===== src/rtl/lcd_tile_streamer_if.sv =====
// Tile streamer bus: frameblock buffer read port plus the LCD 9-bit command/data word stream.
interface lcd_tile_streamer_if #(
  parameter int ID_W      = 7,
  parameter int ADDR_W    = 10,
  parameter int PIX_BYTES = 2
) ();

  logic [ID_W-1:0]        tile_id;
  logic                   tile_ready;
  logic                   tile_next;
  logic [ADDR_W-1:0]      tile_addr;
  logic [8*PIX_BYTES-1:0] tile_data;
  logic                   cmd_pull;
  logic [8:0]             cmd_data;

  // Streamer side: reads the buffer, produces the LCD word stream
  modport master (
    input  tile_id,
    input  tile_ready,
    input  tile_data,
    input  cmd_pull,
    output tile_next,
    output tile_addr,
    output cmd_data
  );

  // Buffer / LCD driver side
  modport slave (
    output tile_id,
    output tile_ready,
    output tile_data,
    output cmd_pull,
    input  tile_next,
    input  tile_addr,
    input  cmd_data
  );

endinterface


===== src/rtl/lcd_tile_streamer.sv =====
// Streams rendered tiles from the frameblock buffer to the LCD as
// CASET/PASET window, RAMWR and MSB-first pixel bytes. Every step is
// paced by cmd_pull from the LCD bus driver; cmd_data is registered.
module lcd_tile_streamer #(
  parameter int TILE_W       = 4,
  parameter int TILE_H       = 240,
  parameter int TILES_X_LOG2 = 7,
  parameter int ID_W         = 7,
  parameter int PIX_BYTES    = 2,
  parameter int ADDR_W       = 10
) (
  input  logic                clk,
  input  logic                rst_n,
  input  logic                init_done,
  lcd_tile_streamer_if.master bus
);

  localparam int                NPIX      = TILE_W * TILE_H;
  localparam int                PW        = 8 * PIX_BYTES;
  localparam logic [ADDR_W-1:0] LAST_PIX  = ADDR_W'(NPIX - 1);
  localparam logic [2:0]        LAST_BYTE = 3'(PIX_BYTES - 1);
  localparam logic [2:0]        LAST_WIN  = 3'd4;
  localparam logic [8:0]        NOP       = 9'h100;
  localparam logic [8:0]        CASET     = 9'h12A;
  localparam logic [8:0]        PASET     = 9'h12B;
  localparam logic [8:0]        RAMWR     = 9'h12C;

  typedef enum logic [2:0] {
    S_IDLE,
    S_WAIT,
    S_CAS,
    S_PAS,
    S_RAMW,
    S_PIX
  } state_t;

  state_t state_reg, state_next;

  logic [8:0]        cmd_data_reg,  cmd_data_next;
  logic [ADDR_W-1:0] tile_addr_reg, tile_addr_next;
  logic              tile_next_reg, tile_next_next;
  logic [ID_W-1:0]   id_reg,        id_next;
  logic [PW-1:0]     pix_reg,       pix_next;
  logic [ADDR_W-1:0] pix_cnt_reg,   pix_cnt_next;
  logic [2:0]        byte_cnt_reg,  byte_cnt_next;

  // Window coordinates of the latched tile, 16-bit wraparound arithmetic
  logic [TILES_X_LOG2-1:0] tx;
  logic [15:0]             tx_w, ty_w;
  logic [15:0]             x0, x1, y0, y1;

  assign tx   = id_reg[TILES_X_LOG2-1:0];
  assign tx_w = 16'(tx);
  assign ty_w = 16'(id_reg >> TILES_X_LOG2);
  assign x0   = tx_w * 16'(TILE_W);
  assign x1   = x0 + 16'(TILE_W - 1);
  assign y0   = ty_w * 16'(TILE_H);
  assign y1   = y0 + 16'(TILE_H - 1);

  // CASET and PASET share one 5-word sequencer; only command and values differ
  logic        win_sel_pas;
  logic [8:0]  win_cmd;
  logic [15:0] win_start, win_end;
  logic        win_last;

  assign win_sel_pas = (state_reg == S_PAS);
  assign win_cmd     = win_sel_pas ? PASET : CASET;
  assign win_start   = win_sel_pas ? y0 : x0;
  assign win_end     = win_sel_pas ? y1 : x1;
  assign win_last    = (byte_cnt_reg == LAST_WIN);

  // Byte lanes of the held pixel, lane 0 is the most significant byte
  logic [7:0] pix_lane [PIX_BYTES];
  logic [7:0] pix_byte;
  logic [7:0] head_byte;
  logic       last_pix;
  logic       pix_last_byte;

  genvar gi;
  generate
    for (gi = 0; gi < PIX_BYTES; gi++) begin : g_lane
      assign pix_lane[gi] = pix_reg[8*(PIX_BYTES-1-gi) +: 8];
    end
  endgenerate

  assign head_byte     = bus.tile_data[PW-1 -: 8];
  assign last_pix      = (pix_cnt_reg == LAST_PIX);
  assign pix_last_byte = (byte_cnt_reg == LAST_BYTE);

  // Select the held-pixel lane addressed by the byte counter
  always_comb begin
    pix_byte = pix_lane[0];
    for (int i = 1; i < PIX_BYTES; i++) begin
      if (byte_cnt_reg == 3'(i)) begin
        pix_byte = pix_lane[i];
      end
    end
  end

  // State register
  always_ff @(posedge clk or negedge rst_n) begin
    if (!rst_n) begin
      state_reg <= S_IDLE;
    end else begin
      state_reg <= state_next;
    end
  end

  // Next-state logic: the sequence only advances on a driver pull
  always_comb begin
    state_next = state_reg;
    if (bus.cmd_pull) begin
      case (state_reg)
        S_IDLE:  if (init_done) state_next = S_WAIT;
        S_WAIT:  if (bus.tile_ready) state_next = S_CAS;
        S_CAS:   if (win_last) state_next = S_PAS;
        S_PAS:   if (win_last) state_next = S_RAMW;
        S_RAMW:  state_next = S_PIX;
        S_PIX:   if (pix_last_byte && last_pix) state_next = S_WAIT;
        default: state_next = S_IDLE;
      endcase
    end
  end

  // Output logic: next word, buffer address prefetch and counters for each pull
  always_comb begin
    cmd_data_next  = cmd_data_reg;
    tile_addr_next = tile_addr_reg;
    tile_next_next = 1'b0;
    id_next        = id_reg;
    pix_next       = pix_reg;
    pix_cnt_next   = pix_cnt_reg;
    byte_cnt_next  = byte_cnt_reg;
    if (bus.cmd_pull) begin
      case (state_reg)
        S_IDLE: begin
          cmd_data_next = NOP;
          byte_cnt_next = 3'd0;
        end
        S_WAIT: begin
          cmd_data_next = NOP;
          if (bus.tile_ready) begin
            id_next       = bus.tile_id;
            byte_cnt_next = 3'd0;
          end
        end
        S_CAS, S_PAS: begin
          case (byte_cnt_reg)
            3'd0:    cmd_data_next = win_cmd;
            3'd1:    cmd_data_next = {1'b0, win_start[15:8]};
            3'd2:    cmd_data_next = {1'b0, win_start[7:0]};
            3'd3:    cmd_data_next = {1'b0, win_end[15:8]};
            default: cmd_data_next = {1'b0, win_end[7:0]};
          endcase
          byte_cnt_next = win_last ? 3'd0 : byte_cnt_reg + 3'd1;
        end
        S_RAMW: begin
          cmd_data_next = RAMWR;
          byte_cnt_next = 3'd0;
          pix_cnt_next  = '0;
        end
        S_PIX: begin
          if (byte_cnt_reg == 3'd0) begin
            // Capture the prefetched pixel and point the buffer at the next one
            cmd_data_next = {1'b0, head_byte};
            pix_next      = bus.tile_data;
            if (!last_pix) begin
              tile_addr_next = tile_addr_reg + ADDR_W'(1);
            end
          end else begin
            cmd_data_next = {1'b0, pix_byte};
          end
          if (pix_last_byte) begin
            byte_cnt_next = 3'd0;
            if (last_pix) begin
              tile_next_next = 1'b1;
              tile_addr_next = '0;
              pix_cnt_next   = '0;
            end else begin
              pix_cnt_next = pix_cnt_reg + ADDR_W'(1);
            end
          end else begin
            byte_cnt_next = byte_cnt_reg + 3'd1;
          end
        end
        default: cmd_data_next = NOP;
      endcase
    end
  end

  // Datapath registers: output word, address, tile_next pulse, latched id and pixel
  always_ff @(posedge clk or negedge rst_n) begin
    if (!rst_n) begin
      cmd_data_reg  <= NOP;
      tile_addr_reg <= '0;
      tile_next_reg <= 1'b0;
      id_reg        <= '0;
      pix_reg       <= '0;
      pix_cnt_reg   <= '0;
      byte_cnt_reg  <= 3'd0;
    end else begin
      cmd_data_reg  <= cmd_data_next;
      tile_addr_reg <= tile_addr_next;
      tile_next_reg <= tile_next_next;
      id_reg        <= id_next;
      pix_reg       <= pix_next;
      pix_cnt_reg   <= pix_cnt_next;
      byte_cnt_reg  <= byte_cnt_next;
    end
  end

  assign bus.cmd_data  = cmd_data_reg;
  assign bus.tile_addr = tile_addr_reg;
  assign bus.tile_next = tile_next_reg;

endmodule


===== src/flat_wrapper.sv =====
// flat-port wrapper written by rule: the top's interface ports become plain ports
module lcd_tile_streamer_flat 
#(
  parameter int TILE_W       = 4,
  parameter int TILE_H       = 240,
  parameter int TILES_X_LOG2 = 7,
  parameter int ID_W         = 7,
  parameter int PIX_BYTES    = 2,
  parameter int ADDR_W       = 10
)
  (clk, rst_n, init_done, bus_tile_id, bus_tile_ready, bus_tile_data, bus_cmd_pull, bus_tile_next, bus_tile_addr, bus_cmd_data);
  lcd_tile_streamer_if #(.ID_W(ID_W), .ADDR_W(ADDR_W), .PIX_BYTES(PIX_BYTES)) bus_i ();
  input  logic clk;
  input  logic rst_n;
  input  logic init_done;
  input wire logic [$bits(bus_i.tile_id)-1:0] bus_tile_id;
  input wire logic [$bits(bus_i.tile_ready)-1:0] bus_tile_ready;
  input wire logic [$bits(bus_i.tile_data)-1:0] bus_tile_data;
  input wire logic [$bits(bus_i.cmd_pull)-1:0] bus_cmd_pull;
  output wire logic [$bits(bus_i.tile_next)-1:0] bus_tile_next;
  output wire logic [$bits(bus_i.tile_addr)-1:0] bus_tile_addr;
  output wire logic [$bits(bus_i.cmd_data)-1:0] bus_cmd_data;
  assign bus_i.tile_id = bus_tile_id;
  assign bus_i.tile_ready = bus_tile_ready;
  assign bus_i.tile_data = bus_tile_data;
  assign bus_i.cmd_pull = bus_cmd_pull;
  assign bus_tile_next = bus_i.tile_next;
  assign bus_tile_addr = bus_i.tile_addr;
  assign bus_cmd_data = bus_i.cmd_data;
  lcd_tile_streamer #(.TILE_W(TILE_W), .TILE_H(TILE_H), .TILES_X_LOG2(TILES_X_LOG2), .ID_W(ID_W), .PIX_BYTES(PIX_BYTES), .ADDR_W(ADDR_W)) u_core (.clk(clk), .rst_n(rst_n), .init_done(init_done), .bus(bus_i));
endmodule

===== config.mk =====
export PLATFORM = sky130hd
export DESIGN_NAME = lcd_tile_streamer_flat
export DESIGN_NICKNAME = d
export VERILOG_FILES = /design/src/rtl/lcd_tile_streamer_if.sv /design/src/rtl/lcd_tile_streamer.sv /design/src/flat_wrapper.sv
export SDC_FILE = /design/constraint.sdc
export NUM_CORES = 1
export LEC_CHECK = 0
export ABC_AREA = 1
export CAP_MARGIN = 20
export CORE_AREA = 2 2 86 88
export CTS_CLUSTER_SIZE = 24
export DETAILED_ROUTE_END_ITERATION = 6
export DIE_AREA = 0 0 88 90
export PLACE_DENSITY = 0.73
export SLEW_MARGIN = 20
export SYNTH_ARGS = -nofsm -noshare
export SYNTH_HDL_FRONTEND = slang
export SYNTH_SLANG_ARGS = --single-unit

===== constraint.sdc =====
create_clock -name clk -period 1.7 [get_ports clk]
set_input_delay 0.51 -clock clk [delete_from_list [all_inputs] [get_ports clk]]
set_output_delay 0.51 -clock clk [all_outputs]
set_load 0.01 [all_outputs]

Word-level counts from Yosys, hierarchy flattened
Cells that the tools add are included.

storage, ports and cells
  register bits after elaboration = 59
  RAM bits = 0
  memories = 0
  bits in latches = 0
  logic and storage cells = 69
  output and inout port bits = 20
  input bits = 28
  bits in read-only memories = 0

operators by class
  multiply operators = 0
  shifts and indexed selects = 0
  reductions and logical operators = 13
  magnitude comparators = 0
  multiplexer cells = 28
  add/sub/neg operators = 4
  divide/modulo/power cells = 0
  eq/ne operators = 16
  bitwise logic cells = 0

operators by type and width
  cell                                                   number
  two-way mux 10 bit                                     6
  one-hot mux 9 bit (4 select lines)                     1
  one-hot mux 9 bit (3 select lines)                     1
  two-way mux 3 bit                                      8
  adder 10 x 1 -> 10 bit, second input constant          2
  one-hot mux 10 bit (2 select lines)                    1
  one-hot mux 3 bit (6 select lines)                     1
  two-way mux 16 bit                                     1
  two-way mux 8 bit                                      2
  == test 3 x 2 -> 1 bit, second input constant          4
  one-hot mux 3 bit (4 select lines)                     1
  AND reduction 3 bit                                    4
  adder 9 x 2 -> 10 bit, second input constant           1
  == test 10 bit, second input constant                  1
  == test 3 bit, second input constant                   3
  two-way mux 9 bit                                      1
  == test 3 x 1 -> 1 bit, second input constant          2
  zero test 3 bit                                        2
  inequality test 2 x 1 -> 1 bit, second input constant  3
  inequality test 2 bit, second input constant           3
  AND reduction 6 bit                                    1
  two-way mux 1 bit                                      5
  nonzero test 4 bit                                     1
  OR reduction 2 bit                                     2
  other kinds (4)                                        4

Longest topological paths before layout
Gate-level depths: netlist (run 1).

  word-level depth = 5
  gate-level depth with buffers = 11
  depth with buffers taken out = 11

Worst setup path before layout (run 1)
No wires, ideal clock.

  path kind = register to register
  start = register u_core.byte_cnt_reg[1]
  end = register u_core.pix_cnt_reg[8]
  data required time = 1581 ps
  library setup time = 119 ps
  cell stages (with the launch flop) = 11
  data arrival time = 1419 ps
  path slack = 162 ps
  clock period less this slack = 1538 ps
  buffers on the path = 1
  path through = dfrtp_1 inv_1 ha_1 inv_1 nor2_2 nand2_1 nand2_2 buf_6 nand2_2 o21ai_1 nor2_1

on the way
  cells in the longest elaborated chain, start to end = 3

RTL lines
  item                                             line                      text
  start, declared                                  lcd_tile_streamer.sv:45   logic [2:0] byte_cnt_reg, byte_cnt_next;
  start signal, assigned                           lcd_tile_streamer.sv:208  byte_cnt_reg <= byte_cnt_next;
  == test 3 x 1 -> 1 bit                           lcd_tile_streamer.sv:88   assign pix_last_byte = (byte_cnt_reg == LAST_BYTE);
  inequality test 2 x 1 -> 1 bit (no source line)  n/a
  AND reduction 3 bit (no source line)             n/a
  end signal, assigned                             lcd_tile_streamer.sv:207  pix_cnt_reg <= pix_cnt_next;
  end, declared                                    lcd_tile_streamer.sv:44   logic [ADDR_W-1:0] pix_cnt_reg, pix_cnt_next;

No other way between the ends.
A chain may end at the register's enable or synchronous reset.

Worst setup path in the final report (run 1)
  start = register u_core.cmd_data_reg[8] (netlist: u_core.bus.cmd_data[8])
  end = output port bus_cmd_data[8]

RTL lines
  item                    line                      text
  start, declared         lcd_tile_streamer.sv:39   logic [8:0] cmd_data_reg, cmd_data_next;
  start signal, assigned  lcd_tile_streamer.sv:202  cmd_data_reg <= cmd_data_next;
  end, declared           flat_wrapper.sv:22        output wire logic [$bits(bus_i.cmd_data)-1:0] bus_cmd_data;

No word-level cell between the ends.

==> summary.txt, run 1 <==
STA
  – Skew final: slightly above 0.007 ns
  – Period utilization: a little over nine tenths
  – Highest Clock Rate: 0.609 GHz
  – Period minus WS final: about 1.6 ns
  – Fin. Hold Viols: 0
  – Max_slew headroom: 78.0%
  – Worst slew pin tran: 0.330 ns
  – Slew Viols, Final: 0
  – Hold slack final: between 0.15 and 0.2 ns
  – # setup viols final: 0

Route
  – Post-DRT Antenna Nets: 0
  – WL/cell: roughly 13 um
  – Starting DRC count in detailed routing: about 180
  – Routed WL: 8580 um
  – Drt first pass iters: 4
  – Post-DR vias/cell: 5.12
  – DRC viols: 0
  – Vias: approximately 3,400

Final layout
  – Final nets: between 500 and 600
  – Largest register FFs: 16
  – Layout Cells excl Fill: between 600 and 700
  – Number of diodes: 0
  – Synth-to-layout area growth: 31.7%
  – Layout cells sized above 1: 18.6%

Critical path
  – Cell count of the worst reg-to-reg path: 10
  – Crit path kind: reg2out
  – Worst Setup End Kind: output pin
  – Flop2flop setup slack: 0.11 ns
  – Largest delay contributor family on the critical path: flip-flops
  – Capture point of the worst reg-to-reg path: u_core.bus.tile_addr[9]$_DFFE_PN0P_
  – CP required: 1.19 ns
  – Critical path origin: u_core.bus.cmd_data[8]$_DFFE_PN1P_
  – Crit path max fanout: 2
  – Critical Path Source Type: flip-flop
  – Slowest cell on crit path: dfstp_2
  – Crit-path max cell delay: approximately 0.54 ns
  – Crit path buffers/inverters: 1
  – Reg2reg start: u_core.byte_cnt_reg[0]$_DFFE_PN0P_
  – WP data arrival: approximately 1.1 ns
  – CP cell instances: dlygate4sd2_1

Die
  – Die width: approximately 88 um
  – Starting Density: 49.3%
  – Site row count: 31
  – Core Area: approximately 7000 sq um
  – Io pins: 48
  – Die area: approximately 8000 sq um
  – Die height: 90 um

Power and ir drop
  – VDD IR max: about 0.7 mV
  – Sw power: roughly 2.4 mW
  – Cell area power density: roughly 1400 nW/um^2
  – Clock power share: between 20% and 30%
  – Sequential share of power: between 30 and 40%
  – Switching Share: a little under two fifths
  – Combinational share of power: about two fifths
  – Int Power: slightly below 4 mW
  – P_leak: approximately 2.4 nW
  – Final Power: approximately 6.3 mW

Placed design
  – Placed Cells: 638
  – Post-DP HPWL: approximately 6100 um
  – Final Wtd Congestion: about 0.86
  – Port Buf Inserts: 47

Yosys
  – Synth top cells by count: 162 x nand2_1, 58 x dfrtp_1, 49 x inv_1
  – Number of synthesized flops with an enable pin: 0
  – FFs w/ async S/R, synth: between 90% and 100%
  – Syn Area/Cell: 7.24 sq um
  – Syn nets: a little over 500
  – Yosys top cell area share: 41.9%
  – Count leader, synth: nand2_1
  – Post-synthesis sequential area ratio: 42.7%
  – Post-synth top area cell: dfrtp_1
  – Top FF cell, synth: dfrtp_1
  – Largest cells by area after synthesis: dfrtp_1 42%, nand2_1 18%, nand3_1 6.1%
  – Yosys cell types: 28
  – Gate Count Post-Synth: ~480
  – Cell area after synthesis: 3460 sq um
  – Synth warn: 0
  – FF+latch count, synth: 59

Clocking
  – H-Tree Level Count: 3
  – Worst-path clk slew: roughly 0.07 ns
  – Num CTS Buffers: 9
  – Clock Latency Late Sink: between 0.3 and 0.4 ns
  – Root buf cell: clkbuf_8
  – Clock sink count: between 50 and 60
  – CTS tree: built
  – Buffer depth of the longest clock path: 2
  – Cts hold-fix bufs: 0

Job
  – Max_cap viols: 0

Outcome
  – Status: complete, no violations

GRT
  – First-pass GRT wire length: roughly 15,000 um
  – Initial antenna violation count: 0
  – Gr usage total: about 23%
  – Pin count of the biggest net entering global routing: 60
  – Vias in the first global route: 3,291
  – Remaining Overflow, GRT: 0

Worst hold path
  – Hold crit path type: in2async
==> timing repair <==
action	4_1_cts	5_1_grt
endpoints found under the setup margin	20	46
pin swaps	0	6
setup buffers	5	5
resized for setup	24	16
==> worst max path at each step <==
stage	cells after the start	to
after floorplan	10	u_core.pix_cnt_reg[8]$_DFFE_PN0P_
after global placement	8	u_core.pix_cnt_reg[2]$_DFFE_PN0P_
after detailed placement	8	u_core.pix_cnt_reg[3]$_DFFE_PN0P_
after CTS	11	u_core.bus.cmd_data[6]$_DFFE_PN0P_
after global routing	10	u_core.bus.cmd_data[3]$_DFFE_PN0P_
final	1	bus_cmd_data[8]
==> power groups by stage <==
stage          sequential [mW]  combinational (mW)  clock, mW
2_1_floorplan             2.11                1.53          0
3_3_place_gp              2.16                2.35          0
3_5_place_dp              2.17                2.42          0
4_1_cts                   2.13                2.40       1.58
5_1_grt                   2.20                2.86       1.66
6_report                  2.15                2.54       1.57
==> cell families (layout without fill, tap and decap cells) <==
logic type                 count (synthesis)  count (layout)  share of synthesized area (%)
and+or+nand+nor                          274             274                           35.5
adders and majority gates                  9               9                           3.25
AOI/OAI and AO/OA                         65              65                           9.98
DFF                                       59              59                           42.7
buffers and inverters                     71             158                           8.57
==> per-stage QoR <==
stage	TNS (ns)	setup slack [ns]	util (%)	cell area (sq um)
6_report	0	0.0582	64.9	4560
5_1_grt	-0.0108	-0.00621	64.9	4560
4_1_cts	0	0.0202	63.8	4480
3_5_place_dp	-5.76	-0.231	60.0	4220
3_3_place_gp	-4.83	-0.194	60.0	4220
2_1_floorplan	0	0.162	-	3460
==> cells in the final DEF, fill, tap and decap left out, drive strengths merged <==
cell           count
clkdlybuf4s50     26
o211ai             1
nor3               5
o21ai             37
nand3b             1
buf               39
bufinv             2
nor2              41
dfrtp             58
nand4             15
dfstp              1
nand3             44
a21oi             25
clkbuf            13
inv               57
clkinvlp           1
dlygate4sd2       20
ha                 9
o22ai              2
nand2            168
==> routing by layer <==
metal  wire (um)  track usage, %  vias up  part of all wire (%)
met5           0               0        -                     0
met1        3670            29.3     1584                    43
met4         204            9.74        0                   2.4
li1            -               -     1695                     -
met2        4300            37.2      104                    50
met3         403            4.68       17                   4.7
==> final cells by class <==
class                      instances  area, sq um
fill                             635         2460
clock buffer                      13          179
timing repair buffer              85          763
sequential                        59         1490
tap                               99          124
clock inverter                     3         67.6
inverter                          57          214
multi-input combinational        348         1730
(Power assumes the default switching activity.)
==> run 2: changes to the inputs <==
- GPL_ROUTABILITY_DRIVEN: not set -> 0
==> results of run 2 <==
No change in the layout: final DEF, timing and power equal those of run 1.
==> run 3: changes to the inputs <==
- CORE_AREA: 2 2 86 88 -> 2 2 62 122
- CTS_CLUSTER_DIAMETER: not set -> 100
- DIE_AREA: 0 0 88 90 -> 0 0 64 124
==> summary.txt, run 3 (same netlist as run 1, synthesis figures left out) <==
Die
  – Site row count: 43
  – Die width: approximately 64 um
  – Die area: approximately 7900 sq um
  – Io pins: 48
  – Die height: around 120 um
  – Core Area: just under 7000 sq um
  – Starting Density: between 40% and 50%

Power and ir drop
  – VDD IR max: approximately 1 mV
  – P_leak: around 2.4 nW
  – Final Power: ~6.5 mW
  – Cell area power density: around 1400 nW/um^2

STA
  – Slew Viols, Final: 0
  – RSZ-0062 raised after global routing: yes
  – # setup viols final: 0
  – Worst slew pin tran: ~0.35 ns
  – Period minus WS final: roughly 1.7 ns
  – Total negative setup slack: 0 ns
  – Period utilization: between 90% and 100%
  – Skew final: approximately 0.0042 ns
  – Max_slew headroom: between 70 and 80%
  – Fin. Hold Viols: 0
  – Highest Clock Rate: 0.602 GHz

GRT
  – Vias in the first global route: ~3,500
  – Pin count of the biggest net entering global routing: 60
  – Initial antenna violation count: 0
  – Gr usage total: ~26%
  – First-pass GRT wire length: approximately 15,000 um
  – Remaining Overflow, GRT: 0

Final layout
  – Fin util: about two thirds
  – Number of diodes: 0
  – Synth-to-layout area growth: 34.2%
  – Most frequent cells in the layout: 158 x nand2_1, 57 x dfrtp_1, 48 x inv_1, 41 x nand3_1, 33 x buf_4
  – Largest register FFs: 16
  – Final nets: between 500 and 600
  – Layout cells sized above 1: approximately 18%
  – Filler Cell Count: between 500 and 600
  – Most common cell after layout, fill and taps aside: nand2_1

Placed design
  – Port Buf Inserts: 47
  – Post-DP HPWL: ~6700 um

Critical path
  – Crit path max fanout: 6
  – Worst Setup End Kind: flip-flop
  – WP data arrival: between 1.5 and 2 ns
  – Crit path kind: reg2reg
  – CP cell instances: inv_2 -> ha_4 -> inv_1 -> nor2_2 -> buf_4 -> nand2_1 -> nand3_1 -> a21oi_2 -> nand2_1 -> nand2_1 -> nand2_1
  – Critical path's most frequent cell: nand2_1
  – Slowest cell on crit path: dfrtp_1
  – Crit-path max cell delay: around 0.40 ns
  – Critical Path Source Type: flip-flop
  – CP required: roughly 1.9 ns

Route
  – Starting DRC count in detailed routing: 293
  – DRC viols: 0
  – Post-DRT Antenna Nets: 0
  – Vias: 3,453
  – Post-DR vias/cell: approximately 5.3
  – Drt first pass iters: 5
  – Routed WL: between 9000 and 10,000 um
  – WL/cell: ~14 um

Clocking
  – H-Tree Level Count: 3
  – Buffer depth of the longest clock path: 2
  – Root buf cell: clkbuf_16
  – Worst-path clk slew: about 0.05 ns
  – Clock sink count: 59
  – Clock Latency Late Sink: ~0.34 ns
  – Num CTS Buffers: 9
  – CTS tree: built

Worst hold path
  – Hold crit path type: in2async

Job
  – Max_cap viols: 0

Outcome
  – Status: complete, no violations
run 3: changes by cell type in the layout (fill, tap and decap cells not counted), sizes merged:
cell	delta
dlymetal6s2s	+1
clkinvlp	-1
bufinv	-2
dlygate4sd2	-1
clkbuf	+1
clkinv	+1
run 3: what timing repair did:
item / CTS / global route
hold buffers: 0 / 0
buffers inserted: 6 / 2
resized for setup: 22 / 30
hold endpoints to repair: 0 / 0
setup endpoints to repair: 24 / 38
cloned: 0 / 0
pin swaps: 0 / 7
run 3: routing by layer:
layer	vias up	share of wire [%]	track usage, %
met1	1621	36	25.5
met5	-	0	0
li1	1703	-	-
met2	92	56	46.5
met3	37	3.1	4.43
met4	0	5.6	19.7
run 3: path summary, 6_finish.rpt:
path	start	to	slack [ns]	cells after the start
setup / recovery	u_core.byte_cnt_reg[1]$_DFFE_PN0P_	u_core.bus.cmd_data[5]$_DFFE_PN0P_	0.04	11
hold / removal	rst_n	u_core.pix_cnt_reg[5]$_DFFE_PN0P_	0.17	2
setup reg to reg	u_core.byte_cnt_reg[1]$_DFFE_PN0P_	u_core.bus.cmd_data[5]$_DFFE_PN0P_	0.04	11
hold reg to reg	u_core.pix_lane[5]$_DFFE_PN0P_	u_core.pix_lane[5]$_DFFE_PN0P_	0.47	2
max in group asynchronous	rst_n	u_core.bus.cmd_data[8]$_DFFE_PN1P_	1.21	2
min in group clk	u_core.pix_lane[5]$_DFFE_PN0P_	u_core.pix_lane[5]$_DFFE_PN0P_	0.47	2
run 3: layout make-up:
class                      instances  area (sq um)  share of cell area (%)
timing repair buffer              85           766                    16.5
multi-input combinational        348          1770                    38.2
clock buffer                      14           294                    6.33
tap                               90           113                    2.42
sequential                        59          1480                    31.8
clock inverter                     1          5.00                   0.108
inverter                          57           214                    4.61
run 3: where the power goes:
part / total [mW] / switching, mW / internal (mW)
clock: 1.79 / 0.613 / 1.17
sequential: 2.10 / 0.270 / 1.83
combinational: 2.62 / 1.54 / 1.08
total: 6.51 / 2.42 / 4.09
run 3: critical path, delay by kind of cell, from the launching register on:
family | cells | cell delay, ns
buffers and inverters | 3 | 0.33
and+or+nand+nor | 6 | 0.41
AOI/OAI and AO/OA | 1 | 0.23
DFF | 1 | 0.40
adders and majority gates | 1 | 0.19
run 3: through the flow:
stage | cells | worst slack (ns) | area (sq um) | hold WS [ns]
floorplan | 478 | 0.162 | 3460 | 0.214
global placement | 631 | -0.195 | 4210 | 0.453
detailed placement | 631 | -0.256 | 4210 | 0.459
CTS | 652 | 0.00352 | 4540 | 0.192
global route | 654 | -0.0908 | 4640 | 0.211
finish | 654 | 0.0390 | 4640 | 0.174
